<file path="src/rtl/fro_sampler.sv">
// Free-running-oscillator entropy sampler: synchronises NUM_RO async rings, XOR-folds and
// decimates them into raw bits, packs WORD_W-bit words onto valid/ready, and guards stuck entropy.
module fro_sampler #(
  parameter int NUM_RO    = 4,
  parameter int WORD_W    = 32,
  parameter int DECIM     = 1,
  parameter int REP_LIMIT = 32
) (
  input  logic              clk,
  input  logic              rst_b,
  input  logic              en,
  input  logic              clr,
  input  logic [NUM_RO-1:0] ro_in,
  output logic [WORD_W-1:0] word_out,
  output logic              valid,
  input  logic              ready,
  output logic              overrun,
  output logic              fault
);
  localparam int BW = $clog2(WORD_W);
  localparam int DW = (DECIM > 1) ? $clog2(DECIM) : 1;
  localparam int RW = $clog2(REP_LIMIT + 1);
  localparam logic [BW-1:0] BCNT_LAST = BW'(WORD_W - 1);
  localparam logic [DW-1:0] DCNT_LAST = DW'(DECIM - 1);
  localparam logic [RW-1:0] REP_MAX   = RW'(REP_LIMIT);

  typedef enum logic [1:0] {S_FILL, S_FULL, S_FAULT} state_e;

  state_e            state_q, state_d;
  logic [NUM_RO-1:0] sync1_q, sync2_q;
  logic [WORD_W-1:0] shreg_q, shreg_d;
  logic [WORD_W-1:0] word_q, word_d;
  logic [BW-1:0]     bcnt_q, bcnt_d;
  logic [DW-1:0]     dcnt_q, dcnt_d;
  logic [RW-1:0]     rep_q, rep_d;
  logic              last_q, last_d;
  logic              ovr_q, ovr_d;
  logic              raw_bit, samp, wdone, trip;

  // Two-flop synchronisers; deliberately outside the reach of clr.
  always_ff @(posedge clk or negedge rst_b) begin
    if (!rst_b) begin
      sync1_q <= '0;
      sync2_q <= '0;
    end else begin
      sync1_q <= ro_in;
      sync2_q <= sync1_q;
    end
  end

  assign raw_bit = ^sync2_q;

  // Sampling datapath: decimation, shift register, word counter, repetition test.
  always_comb begin
    samp    = en && (dcnt_q == DCNT_LAST);
    dcnt_d  = dcnt_q;
    shreg_d = shreg_q;
    bcnt_d  = bcnt_q;
    last_d  = last_q;
    rep_d   = rep_q;
    wdone   = 1'b0;
    if (en) dcnt_d = samp ? '0 : dcnt_q + DW'(1);
    if (samp) begin
      shreg_d = {shreg_q[WORD_W-2:0], raw_bit};
      wdone   = (bcnt_q == BCNT_LAST);
      bcnt_d  = wdone ? '0 : bcnt_q + BW'(1);
      last_d  = raw_bit;
      // rep_q==0 marks the first sample since reset/clr, so last_q is meaningless there
      if ((rep_q != '0) && (raw_bit == last_q))
        rep_d = (rep_q == REP_MAX) ? rep_q : rep_q + RW'(1);
      else
        rep_d = RW'(1);
    end
    trip = samp && (rep_d == REP_MAX);
    if (clr) begin
      dcnt_d  = '0;
      shreg_d = '0;
      bcnt_d  = '0;
      last_d  = 1'b0;
      rep_d   = '0;
      wdone   = 1'b0;
      trip    = 1'b0;
    end
  end

  always_comb begin
    state_d = state_q;
    word_d  = word_q;
    ovr_d   = ovr_q;
    unique case (state_q)
      S_FILL: begin
        if (wdone) begin
          state_d = S_FULL;
          word_d  = shreg_d;
        end
      end
      S_FULL: begin
        if (ready) begin
          if (wdone) word_d = shreg_d;
          else       state_d = S_FILL;
        end else if (wdone) begin
          ovr_d = 1'b1;
        end
      end
      default: ;
    endcase
    // A trip suppresses whatever the word path decided on the same edge.
    if (trip) begin
      state_d = S_FAULT;
      word_d  = '0;
      ovr_d   = ovr_q;
    end
    if (clr) begin
      state_d = S_FILL;
      word_d  = '0;
      ovr_d   = 1'b0;
    end
  end

  always_ff @(posedge clk or negedge rst_b) begin
    if (!rst_b) begin
      state_q <= S_FILL;
      shreg_q <= '0;
      word_q  <= '0;
      bcnt_q  <= '0;
      dcnt_q  <= '0;
      rep_q   <= '0;
      last_q  <= 1'b0;
      ovr_q   <= 1'b0;
    end else begin
      state_q <= state_d;
      shreg_q <= shreg_d;
      word_q  <= word_d;
      bcnt_q  <= bcnt_d;
      dcnt_q  <= dcnt_d;
      rep_q   <= rep_d;
      last_q  <= last_d;
      ovr_q   <= ovr_d;
    end
  end

  assign word_out = word_q;
  assign valid    = (state_q == S_FULL);
  assign fault    = (state_q == S_FAULT);
  assign overrun  = ovr_q;

endmodule

</file>
<file path="config.mk">
export PLATFORM = sky130hd
export DESIGN_NAME = fro_sampler
export DESIGN_NICKNAME = d
export VERILOG_FILES = /design/src/rtl/fro_sampler.sv
export SDC_FILE = /design/constraint.sdc
export NUM_CORES = 1
export LEC_CHECK = 0
export ABC_AREA = 1
export CAP_MARGIN = 25
export CORE_MARGIN = 5
export CORE_UTILIZATION = 50
export CTS_BUF_LIST = sky130_fd_sc_hd__clkbuf_2
export CTS_CLUSTER_DIAMETER = 80
export DETAILED_ROUTE_END_ITERATION = 7
export PLACE_DENSITY_LB_ADDON = 0.15
export SLEW_MARGIN = 20
export SYNTH_ARGS = -nofsm -noshare
export SYNTH_HDL_FRONTEND = slang
export SYNTH_SLANG_ARGS = --single-unit
</file>
<file path="constraint.sdc">
create_clock -name clk -period 2 [get_ports clk]
set_input_delay 0.2 -clock clk [delete_from_list [all_inputs] [get_ports clk]]
set_output_delay 0.2 -clock clk [all_outputs]
set_load 0.005 [all_outputs]
</file>
==> results.md <==
- Outcome: completed
- Root Driver: clkbuf_2
- Nature of the critical path startpoint: flop
- Core area: 7610 um2
- Static Leak: 1.99 nW
- Post-synthesis register bit count: 88
- Largest net degree at the start of global routing: 37
- Number of synthesized flops with an enable pin: 0
- Fillcell total: 652
- Initial DRC count: 104
- Port Buf Inserts: 43
- Die Height: 97.7 um
- Setup CP Type: flop to primary output
- Layout Utilization: 61.1%
- Core Rows: 32
- Vias: 2849
- Compound-Gate Fraction of Synth Area: 18.7%
- Hold WC Path Type: input port to flop
- Max-slew violations: 0
- I/O pins: 44
- Place WS: 0.0318 ns
- Post-synth net total: 406
- Worst-case clock buffer depth: 2
- WHS: 0.0707 ns
- Simple-gate portion of the synthesized area: 12.3%
- Crit end category: primary output
- Number of synthesis warnings: 0
- All-layer global routing usage: 17.3%
- Synth unique cells: 36
- CP delay by family, top: buffers and inverters
- Seq/Total Area, Yosys: 57.3%
- Wire per inst: 13.9 um
- Asr flop ratio synth: 100%
- Slew HR: 71.8%
- Pwr Total: 3.02 mW
- Sum Neg Setup Slack: 0 ns
- Die X: 97.7 um
- Clock Sinks: 88
- Via density per instance: 5.12
- Slowest stage cell, crit path: clkdlybuf4s50_1
- Min Tclk post-route: 1.92 ns
- Clock Skews: 0.0222 ns
- Antenna violations before repair: 0
- Mapped Area: 3840 um2
- Die area: 9540 um2
- Syn Area/Cell: 9.77 um2
- Synth cell count leaders: dfrtp_1, nand2_1, inv_1
- Worst-path clk slew: 0.24 ns
- Least-Margin Pin Slew: 0.423 ns
- CTS tree: yes
- Synth top area share: 57.3%
- VDD IR-drop max: 0.349 mV
- Final WL: 7.72 mm
- Initial Util: 50.5%
- Crit path buf inv count: 2
- CP max stage delay: 0.51 ns
- Mapped Cells: 393
- CTS Buf Count: 9
- Vias in the first global route: 2915
- Yosys top cell by area: dfrtp_1
- Share of cells above drive strength 1: 17.4%
- Post-synthesis mux area share: 0%
- CP Max Fanout: 4
- Largest family of logic cells by synthesized area: compound AO/OA/AOI/OAI gates
- Tcrit/Tclk final: 95.9%
- DRT Pass-1 Iters: 4
- Pwr/cell area: 650 nW/um2
- CP Data Required Time: 1.80 ns
- Synth Area in Adders: 1.30%
- Top-count cell post-synth: dfrtp_1
- Crit-path cells: inv_1 > nor2_1 > clkdlybuf4s50_1
- Max Fclk: 521 MHz
- Primary FF master, synth: dfrtp_1
- Final Setup Violations: 0
- Skew-Pair Late Insertion Delay: 0.53 ns
- Number of H-tree levels: 3
- Post-DP HPWL: 5.34 mm
- First-pass GRT wire length: 13.5 mm
- CP arrival: 1.72 ns
- Final setup margin: 0.0821 ns
- Fin. Hold Viols: 0
- Antenna diodes: 0
- Congestion Overflow GR: 0
- Layout net count: 462
- Area added between synthesis and finish: 21.0%
- # DRC: 0
- Number of routed nets with antenna violations: 0
- Max-cap viol count: 0
- Xor/xnor share of the synthesized area: 1.56%
- Top post-synthesis cells by area: dfrtp_1, nand2_1, inv_1, o21ai_0, a21oi_2
- Routability Congestion: 0.811
==> timing repair <==
item | CTS | global route
hold buffers | 1 | 0
endpoints found under the setup margin | 0 | 36
endpoints found under the hold margin | 75 | 0
setup buffers | 0 | 1
resized for setup | 0 | 5
==> power by group <==
group | leakage, nW | switching [mW] | total (mW) | internal (mW)
combinational | 0.741 | 0.251 | 0.404 | 0.153
clock | 0.0496 | 0.612 | 0.772 | 0.161
sequential | 1.20 | 0.0222 | 1.84 | 1.82
==> path summary, 6_finish.rpt <==
check	from	to	slack, ns	depth (start not counted)
setup / recovery	state_q[1]	fault	0.08	3
hold / removal	ro_in[2]	sync1_q[2]	0.07	1
setup reg to reg	rep_q[1]	word_out[22]	0.15	11
hold reg to reg	sync1_q[1]	sync2_q[1]	0.38	0
max in group asynchronous	rst_b	bcnt_q[2]	1.25	3
min in group asynchronous	rst_b	sync2_q[0]	0.11	2
==> flip-flops by register name (all words and copies together), names as in the netlist <==
name	flops
word_out	32
last_q	1
shreg_q	32
state_q	2
sync2_q	4
overrun	1
dcnt_q	1
sync1_q	4
rep_q	6
bcnt_q	5
==> layout by cell type, fill, tap and decap left out, types with 2 or more instances in the layout <==
cell type,n
nand4_1,3
inv_2,4
o22ai_2,3
nand3_1,7
nand2_1,66
xor2_1,3
inv_1,51
a21oi_2,20
nor2_1,15
clkdlybuf4s50_1,42
dfrtp_1,87
nor2_2,6
clkbuf_2,9
o21ai_0,38
a21oi_1,19
xnor2_1,2
clkinv_1,3
ha_1,3
o22ai_1,27
clkinvlp_4,3
buf_4,14
buf_12,7
==> through the flow <==
step           instance area (um2)  std cells
5_1_grt                       4650        556
3_3_place_gp                  4520        538
2_1_floorplan                 3840        393
3_5_place_dp                  4520        538
4_1_cts                       4620        555
6_report                      4650        556
==> per-layer routing <==
metal | track usage, % | vias to the layer above | wire length, um
met5 | 0 | - | 0
met4 | 6.71 | 0 | 134
met1 | 24.4 | 1386 | 3860
met3 | 3.02 | 13 | 241
li1 | - | 1399 | -
met2 | 26.6 | 51 | 3480
==> cell type report <==
type | instances | area (um2) | area share, %
inverter | 57 | 216 | 4.66
sequential | 88 | 2200 | 47.4
tap | 102 | 128 | 2.75
timing repair buffer | 64 | 676 | 14.5
clock inverter | 7 | 47.5 | 1.02
multi-input combinational | 229 | 1330 | 28.6
clock buffer | 9 | 45.0 | 0.969
==> worst register-to-register path, stage by stage (launching register included) <==
cell	delay, ns
dfrtp_1	0.45
inv_1	0.08
ha_1	0.18
nand3_1	0.10
nand2_2	0.13
xor2_2	0.16
nand2_1	0.08
nor2_2	0.16
nand3_4	0.10
inv_4	0.11
buf_12	0.16
a21oi_1	0.06
==> cells by family after synthesis <==
group	after synthesis
buffers and inverters	76
AND/OR/NAND/NOR	105
AO/OA/AOI/OAI	114
XOR/XNOR	6
flip-flops	88
adder cells (fa/ha/maj)	4
Note: power is estimated with default switching activity, not from simulation.
